[src/rtl/rt_bypass_pkg.sv]
// Shared types, source-select codes and code helpers for the rt operand-bypass unit.
package rt_bypass_pkg;

    // Widest register address a tag can hold; narrower REG_AW values are zero-extended.
    localparam int TAG_AW = 8;

    localparam int SEL_RF  = 0;
    localparam int SEL_IMM = 1;

    typedef struct packed {
        logic              v;
        logic [TAG_AW-1:0] rd;
        logic              load;
    } tag_t;

    // Select code for in-flight stage k (k = 1..STAGES-1).
    function automatic int sel_fwd(input int k);
        return k + 1;
    endfunction

    // Select code for the retire buffer.
    function automatic int sel_ret(input int stages);
        return stages + 1;
    endfunction

endpackage

[src/rtl/rt_bypass_sel.sv]
// Per-operand source select: immediate, youngest in-flight producer, retire buffer or
// register file, plus the load-use hit for this operand.
module rt_bypass_sel
    import rt_bypass_pkg::*;
#(
    parameter int STAGES   = 3,
    parameter int LOAD_LAT = 1,
    parameter int REG_AW   = 5,
    parameter int SEL_W    = 3
) (
    input  logic [REG_AW-1:0] rs,
    input  logic              use_imm,
    input  tag_t              tags [STAGES],
    input  logic              ret_v,
    input  logic [TAG_AW-1:0] ret_rd,
    output logic [SEL_W-1:0]  sel,
    output logic              load_hit
);

    logic [TAG_AW-1:0] rs_ext;
    assign rs_ext = TAG_AW'(rs);

    // NOTE: every output gets a default first so no path through the block infers a latch.
    always_comb begin
        sel      = SEL_W'(SEL_RF);
        load_hit = 1'b0;
        if (use_imm) begin
            sel = SEL_W'(SEL_IMM);
        end else if (rs != '0) begin
            if (ret_v && ret_rd == rs_ext)
                sel = SEL_W'(sel_ret(STAGES));
            // Walk oldest to youngest so the youngest matching producer overwrites.
            for (int j = STAGES - 1; j >= 0; j--) begin
                if (tags[j].v && tags[j].rd == rs_ext)
                    sel = (j == STAGES - 1) ? SEL_W'(sel_ret(STAGES)) : SEL_W'(sel_fwd(j + 1));
            end
            for (int j = 0; j < STAGES; j++) begin
                if (j < LOAD_LAT && tags[j].v && tags[j].load && tags[j].rd == rs_ext)
                    load_hit = 1'b1;
            end
        end
    end

endmodule

[src/rtl/rt_bypass_unit.sv]
// ID/EX operand-bypass unit with in-flight tag tracking and load-use stall request.
// Optional counters enabled by defining RT_BYPASS_STATS_EN.
module rt_bypass_unit
    import rt_bypass_pkg::*;
#(
    parameter int  DATA_W   = 32,
    parameter int  REG_AW   = 5,
    parameter int  NUM_OPS  = 2,
    parameter int  STAGES   = 3,
    parameter int  LOAD_LAT = 1,
    localparam int SEL_W    = $clog2(STAGES + 2)
) (
    input  logic                         clk,
    input  logic                         rst_n,
    input  logic                         freeze_i,
    input  logic                         hold_i,
    input  logic                         flush_i,
    input  logic                         id_valid_i,
    input  logic [NUM_OPS*REG_AW-1:0]    id_rs_i,
    input  logic [NUM_OPS-1:0]           id_use_imm_i,
    input  logic                         id_wr_en_i,
    input  logic [REG_AW-1:0]            id_rd_i,
    input  logic                         id_is_load_i,
    input  logic [NUM_OPS*DATA_W-1:0]    rf_data_i,
    input  logic [DATA_W-1:0]            imm_i,
    input  logic [(STAGES-1)*DATA_W-1:0] stage_data_i,
    output logic [NUM_OPS*DATA_W-1:0]    src_o,
    output logic [NUM_OPS*SEL_W-1:0]     sel_o,
    output logic                         stall_req_o
`ifdef RT_BYPASS_STATS_EN
    ,
    output logic [31:0]                  fwd_cnt_o,
    output logic [31:0]                  stall_cnt_o
`endif
);

    tag_t               tags_q [STAGES];
    logic               ret_v_q;
    logic [TAG_AW-1:0]  ret_rd_q;
    logic [DATA_W-1:0]  ret_data_q;
    logic [SEL_W-1:0]   sel_d [NUM_OPS];
    logic [SEL_W-1:0]   sel_q [NUM_OPS];
    logic [NUM_OPS-1:0] load_hit;
    logic [NUM_OPS*DATA_W-1:0] rf_q;
    logic [DATA_W-1:0]  imm_q;
    logic               bubble;

    assign bubble = hold_i | flush_i;

    // NOTE: the tag pipe is control state and must be reset so no pre-reset producer forwards.
    always_ff @(posedge clk or negedge rst_n) begin
        if (!rst_n) begin
            for (int k = 0; k < STAGES; k++) tags_q[k] <= '0;
            ret_v_q    <= 1'b0;
            ret_rd_q   <= '0;
            ret_data_q <= '0;
        end else if (!freeze_i) begin
            tags_q[0] <= '{v:    id_valid_i & id_wr_en_i & ~bubble,
                           rd:   TAG_AW'(id_rd_i),
                           load: id_is_load_i};
            for (int k = 1; k < STAGES; k++) tags_q[k] <= tags_q[k-1];
            ret_v_q    <= tags_q[STAGES-1].v;
            ret_rd_q   <= tags_q[STAGES-1].rd;
            ret_data_q <= stage_data_i[(STAGES-1)*DATA_W-1 -: DATA_W];
        end
    end

    for (genvar op = 0; op < NUM_OPS; op++) begin : g_op
        rt_bypass_sel #(
            .STAGES  (STAGES),
            .LOAD_LAT(LOAD_LAT),
            .REG_AW  (REG_AW),
            .SEL_W   (SEL_W)
        ) u_sel (
            .rs      (id_rs_i[op*REG_AW +: REG_AW]),
            .use_imm (id_use_imm_i[op]),
            .tags    (tags_q),
            .ret_v   (ret_v_q),
            .ret_rd  (ret_rd_q),
            .sel     (sel_d[op]),
            .load_hit(load_hit[op])
        );
    end

    assign stall_req_o = id_valid_i & (|load_hit);

    always_ff @(posedge clk or negedge rst_n) begin
        if (!rst_n) begin
            for (int op = 0; op < NUM_OPS; op++) sel_q[op] <= SEL_W'(SEL_RF);
            rf_q  <= '0;
            imm_q <= '0;
        end else if (!freeze_i) begin
            imm_q <= imm_i;
            rf_q  <= bubble ? '0 : rf_data_i;
            for (int op = 0; op < NUM_OPS; op++)
                sel_q[op] <= bubble ? SEL_W'(SEL_RF) : sel_d[op];
        end
    end

    always_comb begin
        src_o = '0;
        sel_o = '0;
        for (int op = 0; op < NUM_OPS; op++) begin
            sel_o[op*SEL_W +: SEL_W] = sel_q[op];
            if (sel_q[op] == SEL_W'(SEL_RF))
                src_o[op*DATA_W +: DATA_W] = rf_q[op*DATA_W +: DATA_W];
            else if (sel_q[op] == SEL_W'(SEL_IMM))
                src_o[op*DATA_W +: DATA_W] = imm_q;
            else if (sel_q[op] == SEL_W'(sel_ret(STAGES)))
                src_o[op*DATA_W +: DATA_W] = ret_data_q;
            for (int k = 1; k < STAGES; k++) begin
                if (sel_q[op] == SEL_W'(sel_fwd(k)))
                    src_o[op*DATA_W +: DATA_W] = stage_data_i[(k-1)*DATA_W +: DATA_W];
            end
        end
    end

`ifdef RT_BYPASS_STATS_EN
    logic fwd_any;

    // Counted as the select enters EX, so bubbles never contribute.
    always_comb begin
        fwd_any = 1'b0;
        for (int op = 0; op < NUM_OPS; op++) begin
            if (sel_d[op] != SEL_W'(SEL_RF) && sel_d[op] != SEL_W'(SEL_IMM))
                fwd_any = 1'b1;
        end
        if (bubble) fwd_any = 1'b0;
    end

    always_ff @(posedge clk or negedge rst_n) begin
        if (!rst_n) begin
            fwd_cnt_o   <= '0;
            stall_cnt_o <= '0;
        end else if (!freeze_i) begin
            if (fwd_any && fwd_cnt_o != 32'hFFFF_FFFF)       fwd_cnt_o   <= fwd_cnt_o + 32'd1;
            if (stall_req_o && stall_cnt_o != 32'hFFFF_FFFF) stall_cnt_o <= stall_cnt_o + 32'd1;
        end
    end
`endif

endmodule
[config.mk]
export PLATFORM = sky130hd
export DESIGN_NAME = rt_bypass_unit
export DESIGN_NICKNAME = d
export VERILOG_FILES = /design/src/rtl/rt_bypass_pkg.sv /design/src/rtl/rt_bypass_sel.sv /design/src/rtl/rt_bypass_unit.sv
export SDC_FILE = /design/constraint.sdc
export NUM_CORES = 1
export LEC_CHECK = 0
export CAP_MARGIN = 20
export CORE_MARGIN = 2
export CORE_UTILIZATION = 38
export DETAILED_ROUTE_END_ITERATION = 8
export PLACE_DENSITY = 0.71
export SYNTH_ARGS = -nofsm -noshare
export SYNTH_HDL_FRONTEND = slang
export SYNTH_SLANG_ARGS = --single-unit
[constraint.sdc]
create_clock -name clk -period 2.2 [get_ports clk]
set_clock_uncertainty 0.05 [all_clocks]
set_input_delay 0.44 -clock clk [delete_from_list [all_inputs] [get_ports clk]]
set_output_delay 0.44 -clock clk [all_outputs]
set_load 0.05 [all_outputs]
==> flow_metrics.env, run 1 <==
export IMPL_status="complete, but fails checks"
export IMPL_violations="negative setup slack"
export IMPL_nNetsFinal=1368
export IMPL_synthTopCellsByArea="dfrtp_1, mux2_2, a22o_1, a22oi_1, o21ai_0"
export IMPL_routabilityCongestion=0.865
export IMPL_syn_to_final_growth_pct=73.6
export IMPL_drtIter0Drc=590
export IMPL_p_clk_share_pct=32.7
export IMPL_initial_core_util_pct=38.5
export IMPL_synth_nets=1065
export IMPL_postSynthAreaPerCell_um2=10.2
export IMPL_synth_seq_area_share_pct=44.2
export IMPL_grt_pass1_vias=9120
export IMPL_synth_top_area_share_pct=44.2
export IMPL_yosysUniqueCellTypes=37
export IMPL_rows=56
export IMPL_postRouteAntennaNets=0
export IMPL_drc=0
export IMPL_ys_ff_latch=159
export IMPL_power_frac_seq_pct=36.1
export IMPL_rsz0062_at_grt="yes"
export IMPL_required_ns=1.71
export IMPL_io_buffers=255
export IMPL_coreArea_um2=23400
export IMPL_clkLatencyLatePin_ns=0.42
export IMPL_total_power_uw=9540
export IMPL_cts_tree="yes"
export IMPL_grtUsageTotal_pct=27.9
export IMPL_drive_gt1_share_pct=43.4
export IMPL_path_clk_slew_ns=0.06
export IMPL_stdcell_count=1514
export IMPL_power_switching_uw=2950
export IMPL_die_height_um=158
export IMPL_die_area_um2=25000
export IMPL_p_per_area_nw_per_um2=610
export IMPL_holdCritPathClass="primary input to flip-flop"
export IMPL_clockRootBuffer="clkbuf_16"
export IMPL_path_class="flip-flop to output port"
export IMPL_max_stage_delay_ns=0.43
export IMPL_cts_sinks=159
export IMPL_pre_cts_ws_ns=-0.418
export IMPL_peakVddDrop_uv=449
export IMPL_pin_count=256
export IMPL_slew_headroom_pct=69.0
export IMPL_die_x_um=158
export IMPL_hpwl_um=22200
export IMPL_internal_power_uw=6590
export IMPL_n_antenna_cell=0
export IMPL_hold_slack_ns=0.392
export IMPL_finalSetupViolations=65
export IMPL_cp_arrival_ns=2.06
export IMPL_cap_violations=0
export IMPL_critPathLaunchType="flip-flop"
export IMPL_overflow=0
export IMPL_p_comb_share_pct=31.2
export IMPL_fmax_mhz=392
export IMPL_path_cells="buf_6 -> nor2b_4 -> buf_6 -> buf_16 -> a22oi_2 -> o21ai_1 -> a22o_2 -> buf_12"
export IMPL_drt_total_wl_um=35500
export IMPL_cp_max_fo=6
export IMPL_fin_crit_ns=2.55
export IMPL_numCtsBuffers=17
export IMPL_yosysTopAreaCell="dfrtp_1"
export IMPL_stdcell_area_um2=15600
export IMPL_cp_slowest_cell="dfrtp_2"
export IMPL_netlist_area_um2=9010
export IMPL_synth_cells=880
export IMPL_yosysWarnings=0
export IMPL_crit_top_cell="buf_6"
export IMPL_grt_max_degree=74
export IMPL_finalCritPeriodShare_pct=116
export IMPL_p_sw_share_pct=31.0
export IMPL_grt_antenna_before_repair=3
export IMPL_placedCellCount=1429
export IMPL_dr_total_vias=8837
export IMPL_dr_pass1_iters=5
export IMPL_finalWorstSetupSlack_ns=-0.354
export IMPL_hold_viol=0
export IMPL_h_tree_depth=4
export IMPL_vias_per_cell=5.84
export IMPL_cp_end_kind="output port"
export IMPL_dpl_cell_area_um2=13500
export IMPL_cts_buffer_depth=2
export IMPL_worst_slew_pin_slew_ns=0.465
export IMPL_wl_per_cell_um=23.4
export IMPL_total_leakage_power_uw=0.00622
export IMPL_grt_pass1_wl_um=52500
export IMPL_finalMaxSlewViolations=0
[stage by stage]
step	util (%)	TNS [ns]
floorplan	-	-0.0312
global placement	57.8	-1.08
detailed placement	57.8	-1.77
CTS	64.9	-20.06
global route	66.8	-22.86
finish	66.8	-18.22
[power groups by stage]
stage / clock, uW / combinational, uW / sequential [uW]
6_report: 3120 / 2980 / 3450
5_1_grt: 3280 / 3130 / 3480
4_1_cts: 3150 / 2900 / 3430
3_5_place_dp: 0 / 2760 / 3460
3_3_place_gp: 0 / 2730 / 3440
2_1_floorplan: 0 / 1430 / 3390
[path summary, 6_finish.rpt]
kind | depth (start not counted) | startpoint | slack [ns] | end
setup / recovery | 8 | sel_o[2] | -0.35 | src_o[6]
hold / removal | 2 | freeze_i | 0.39 | tags_q[22]
setup reg to reg | 11 | tags_q[25] | 0.12 | sel_o[3]
hold reg to reg | 1 | rf_q[0] | 0.45 | rf_q[0]
max in group asynchronous | 3 | rst_n | 1.03 | rf_q[26]
min in group asynchronous | 2 | rst_n | 0.47 | rf_q[46]
[worst max-delay path: cells and delay by family (launching register included)]
kind	cells	cell delay [ns]
compound gates	3	0.52
flops	1	0.43
simple gates	1	0.15
buf+inv	4	0.56
[kinds of logic (layout without fill, tap and decap cells)]
kind of cell | count (synthesis) | count (layout) | share of synthesized area (%)
buffers and inverters | 125 | 440 | 5.81
and+or+nand+nor | 80 | 80 | 4.25
muxes | 127 | 127 | 15.3
DFF | 159 | 159 | 44.2
xor gates and xnor gates | 40 | 40 | 3.89
AOI/OAI and AO/OA | 349 | 349 | 26.5
[layout by cell type (no fill, tap or decap), drive strengths merged, types with 7 or more instances in the layout]
master,netlist,layout
buf,38,188
clkdlybuf4s50,0,173
dfrtp,159,159
o21ai,123,123
a22o,98,98
mux2,88,88
a22oi,83,83
mux2i,39,39
inv,34,37
nand2,33,33
o22ai,32,32
xor2,29,29
clkbuf,53,26
nor2,17,17
xnor2,11,11
nor4,8,8
a21oi,8,8
nand3,7,7
[repair_timing]
item	4_1_cts	5_1_grt
buffers inserted	43	3
pin swaps	46	46
hold buffers	1	0
cloned	8	5
endpoints found under the hold margin	37	0
endpoints found under the setup margin	66	68
gates resized for setup	176	127
[cell usage after synthesis]
library cell and instances:
nor2_2 1, a22o_1 98, or4_1 2, buf_2 31
and3_1 2, inv_1 33, nor4_1 7, o21ai_1 6
a31o_1 1, dfrtp_1 159, a221o_1 1, nor2b_1 3
a21oi_1 8, o21ai_0 117, a32o_1 2, inv_2 1
xor2_1 29, buf_6 1, nand2_1 33, and2_1 2
nand3_1 7, clkbuf_1 53, mux2i_1 39, a2111oi_2 1
mux2_2 88, buf_4 2, buf_1 4, nor2_1 16
o22ai_1 32, a22oi_1 83, and2b_1 1, or3_1 1
xnor2_1 11, nor4_2 1, nor4b_1 1, nor3_2 1
nor3_1 2
[state kept, by name (all words and copies together), names as in the netlist]
register / cells
sel_o: 6
rf_q: 64
ret_v_q: 1
ret_data_q: 32
ret_rd_q: 5
imm_q: 32
tags_q: 19
[layout make-up]
class | count | area, um2
sequential | 159 | 4000
tap | 319 | 399
clock buffer | 19 | 453
fill | 1775 | 7770
inverter | 34 | 128
multi-input combinational | 596 | 5690
clock inverter | 12 | 158
timing repair buffer | 375 | 4820
[metal layers]
layer / share of wire (%) / vias up / global-route usage [%]
met5: 0.085 / - / 0
met4: 3.0 / 4 / 8.92
met3: 9.0 / 81 / 7.75
met2: 48 / 423 / 46.5
met1: 40 / 4396 / 35.1
li1: - / 3933 / -
No activity file was read; power rests on OpenSTA's default activity.
==> run 2, diff against run 1 <==
==> constraint.sdc (replaced) <==
create_clock -name clk -period 2.4 [get_ports clk]
set_clock_uncertainty 0.05 [all_clocks]
set_input_delay 0.48 -clock clk [delete_from_list [all_inputs] [get_ports clk]]
set_output_delay 0.48 -clock clk [all_outputs]
set_load 0.05 [all_outputs]
==> run 2 against run 1 <==
Effect of this change: the flow still finishes with violations (negative setup slack); clock power down 9.3%; first-iteration DRC count up 5.4%; largest cell class unchanged; global-route usage up 0.40 points; die area unchanged; combinational power down 10%; worst setup slack better by 0.20 ns; register-to-register slack better by 0.40 ns; core utilization down 1.7 points; total power down 9.2%; critical path type unchanged; worst hold slack better by 0.063 ns; final area down 2.5%; highest routed layer is now met4.
==> flow_metrics.env, run 2 (synthesis gave the netlist of run 1 again) <==
export IMPL_status="complete, but fails checks"
export IMPL_violations="negative setup slack"
export IMPL_worst_slew_pin_slew_ns=0.535
export IMPL_peakVddDrop_uv=398
export IMPL_dr_pass1_iters=5
export IMPL_coreArea_um2=23400
export IMPL_largest_register="rf_q"
export IMPL_dr_total_vias=8805
export IMPL_fmax_mhz=391
export IMPL_required_ns=1.87
export IMPL_syn_to_final_growth_pct=69.2
export IMPL_drt_total_wl_um=36000
export IMPL_routabilityCongestion=0.915
export IMPL_drtIter0Drc=622
export IMPL_overflow=0
export IMPL_cts_tree="yes"
export IMPL_fill_cells=1776
export IMPL_clockRootBuffer="clkbuf_16"
export IMPL_critPathLaunchType="flip-flop"
export IMPL_reg_largest_list="rf_q x64, imm_q x32, ret_data_q x32"
export IMPL_pre_cts_ws_ns=-0.273
export IMPL_die_height_um=158
export IMPL_grtUsageTotal_pct=28.3
export IMPL_cp_end_kind="output port"
export IMPL_slew_headroom_pct=64.0
export IMPL_rsz0062_at_grt="yes"
export IMPL_wl_per_cell_um=24.0
export IMPL_largest_reg_flops=64
export IMPL_final_cell_mix="clkdlybuf4s50_1, dfrtp_1, buf_12"
export IMPL_holdCritPathClass="flip-flop to flip-flop"
export IMPL_grt_pass1_wl_um=53400
export IMPL_finalMaxSlewViolations=0
export IMPL_drive_gt1_share_pct=41.3
export IMPL_max_stage_delay_ns=0.41
export IMPL_fin_crit_ns=2.56
export IMPL_die_x_um=158
export IMPL_path_clk_slew_ns=0.07
export IMPL_cp_arrival_ns=2.03
export IMPL_clkLatencyLatePin_ns=0.42
export IMPL_nNetsFinal=1354
export IMPL_total_leakage_power_uw=0.00609
export IMPL_pin_count=256
export IMPL_cp_max_fo=8
export IMPL_cp_slowest_cell="dfrtp_2"
export IMPL_grt_max_degree=94
export IMPL_numCtsBuffers=17
export IMPL_path_cells="buf_12 -> buf_8 -> mux2i_2 -> o21ai_2 -> a22oi_2 -> o22ai_4 -> buf_12"
export IMPL_cts_buffer_depth=2
export IMPL_h_tree_depth=4
export IMPL_drc=0
export IMPL_initial_core_util_pct=38.5
export IMPL_finalWorstSetupSlack_ns=-0.157
export IMPL_path_class="flip-flop to output port"
export IMPL_final_util_pct=65.1
export IMPL_vias_per_cell=5.85
export IMPL_p_per_area_nw_per_um2=568
export IMPL_io_buffers=255
export IMPL_postRouteAntennaNets=0
export IMPL_crit_top_cell="buf_12"
export IMPL_cts_sinks=159
export IMPL_die_area_um2=25000
export IMPL_grt_antenna_before_repair=1
export IMPL_rows=56
export IMPL_final_common_cell="clkdlybuf4s50_1"
export IMPL_finalCritPeriodShare_pct=107
export IMPL_finalSetupViolations=65
export IMPL_cap_violations=0
export IMPL_hold_viol=0
export IMPL_grt_pass1_vias=9099
export IMPL_hpwl_um=21800
==> run 2: cell types whose count changed in the layout (fill, tap and decap cells not counted), moves of 4 or more <==
cell	change
o22ai_2	+9
o21ai_0	+32
o22ai_4	-9
buf_4	-6
o21ai_2	-9
clkbuf_1	+4
buf_12	-6
o21ai_1	-20
buf_8	-4
==> run 2: critical path: cells and delay by family, from the launching register on <==
family          cells  cell delay (ns)
mux                 1             0.25
compound gates      3             0.45
flops               1             0.41
buf+inv             3             0.49
==> run 2: layer usage <==
metal | global-route usage [%] | share of wire, % | wire [um] | vias up
li1 | - | - | - | 3895
met1 | 37.1 | 41 | 14700 | 4402
met3 | 6.10 | 8.1 | 2930 | 76
met5 | 0 | 0 | 0 | -
met2 | 46.8 | 49 | 17500 | 432
met4 | 8.92 | 2.4 | 881 | 0
==> run 2: power by group <==
group	internal, uW	leakage, uW	switching (uW)
clock	1650	0.000272	1170
combinational	1390	0.00383	1290
sequential	2920	0.00199	238
==> run 2: layout make-up <==
cell class | count | area, um2 | share of cell area, %
diodes | 3 | 7.51 | 0.0492
inverters | 34 | 134 | 0.878
clock inverters | 11 | 156 | 1.03
multi-input cells | 597 | 5520 | 36.2
clock buffers | 21 | 440 | 2.89
repair buffers | 360 | 4590 | 30.1
well taps | 319 | 399 | 2.62
flip-flops and latches | 159 | 3990 | 26.2
==> run 2: final timing paths <==
check | startpoint | endpoint | slack (ns) | cells past startpoint
min | rf_q[19] | rf_q[19] | 0.46 | 1
max | sel_o[4] | src_o[61] | -0.16 | 7
max in group asynchronous | rst_n | tags_q[29] | 1.05 | 3
max reg2reg | tags_q[22] | sel_o[0] | 0.52 | 6
min in group asynchronous | rst_n | imm_q[12] | 0.49 | 2
min reg2reg | rf_q[19] | rf_q[19] | 0.46 | 1
==> run 2: repair_timing <==
item,in CTS,in global routing
resized for setup,171,78
endpoints found under the hold margin,37,0
buffers inserted,33,7
endpoints found under the setup margin,65,69
cloned,7,2
pin swaps,34,46
hold buffers,1,0
==> run 2: metrics by stage <==
stage	setup TNS [ns]	instance area [um2]	total power (uW)	instances	hold slack [ns]
after floorplan	-0.529	9370	4390	880	0.134
after global placement	-0.306	13200	5610	1420	0.371
after detailed placement	-0.830	13200	5650	1420	0.372
after CTS	-6.10	14800	8630	1493	0.455
after global routing	-9.85	15200	8970	1502	0.475
final	-5.43	15200	8660	1504	0.455
==> run 3, diff against run 2 <==
--- a/config.mk
+++ b/config.mk
@@ -8,6 +8,7 @@
 export CAP_MARGIN = 20
 export CORE_MARGIN = 2
 export CORE_UTILIZATION = 38
+export CTS_CLUSTER_DIAMETER = 100
 export DETAILED_ROUTE_END_ITERATION = 8
 export PLACE_DENSITY = 0.71
 export SYNTH_ARGS = -nofsm -noshare
==> results of run 3 <==
The final DEF is identical to that of run 2; final timing and power are the same.
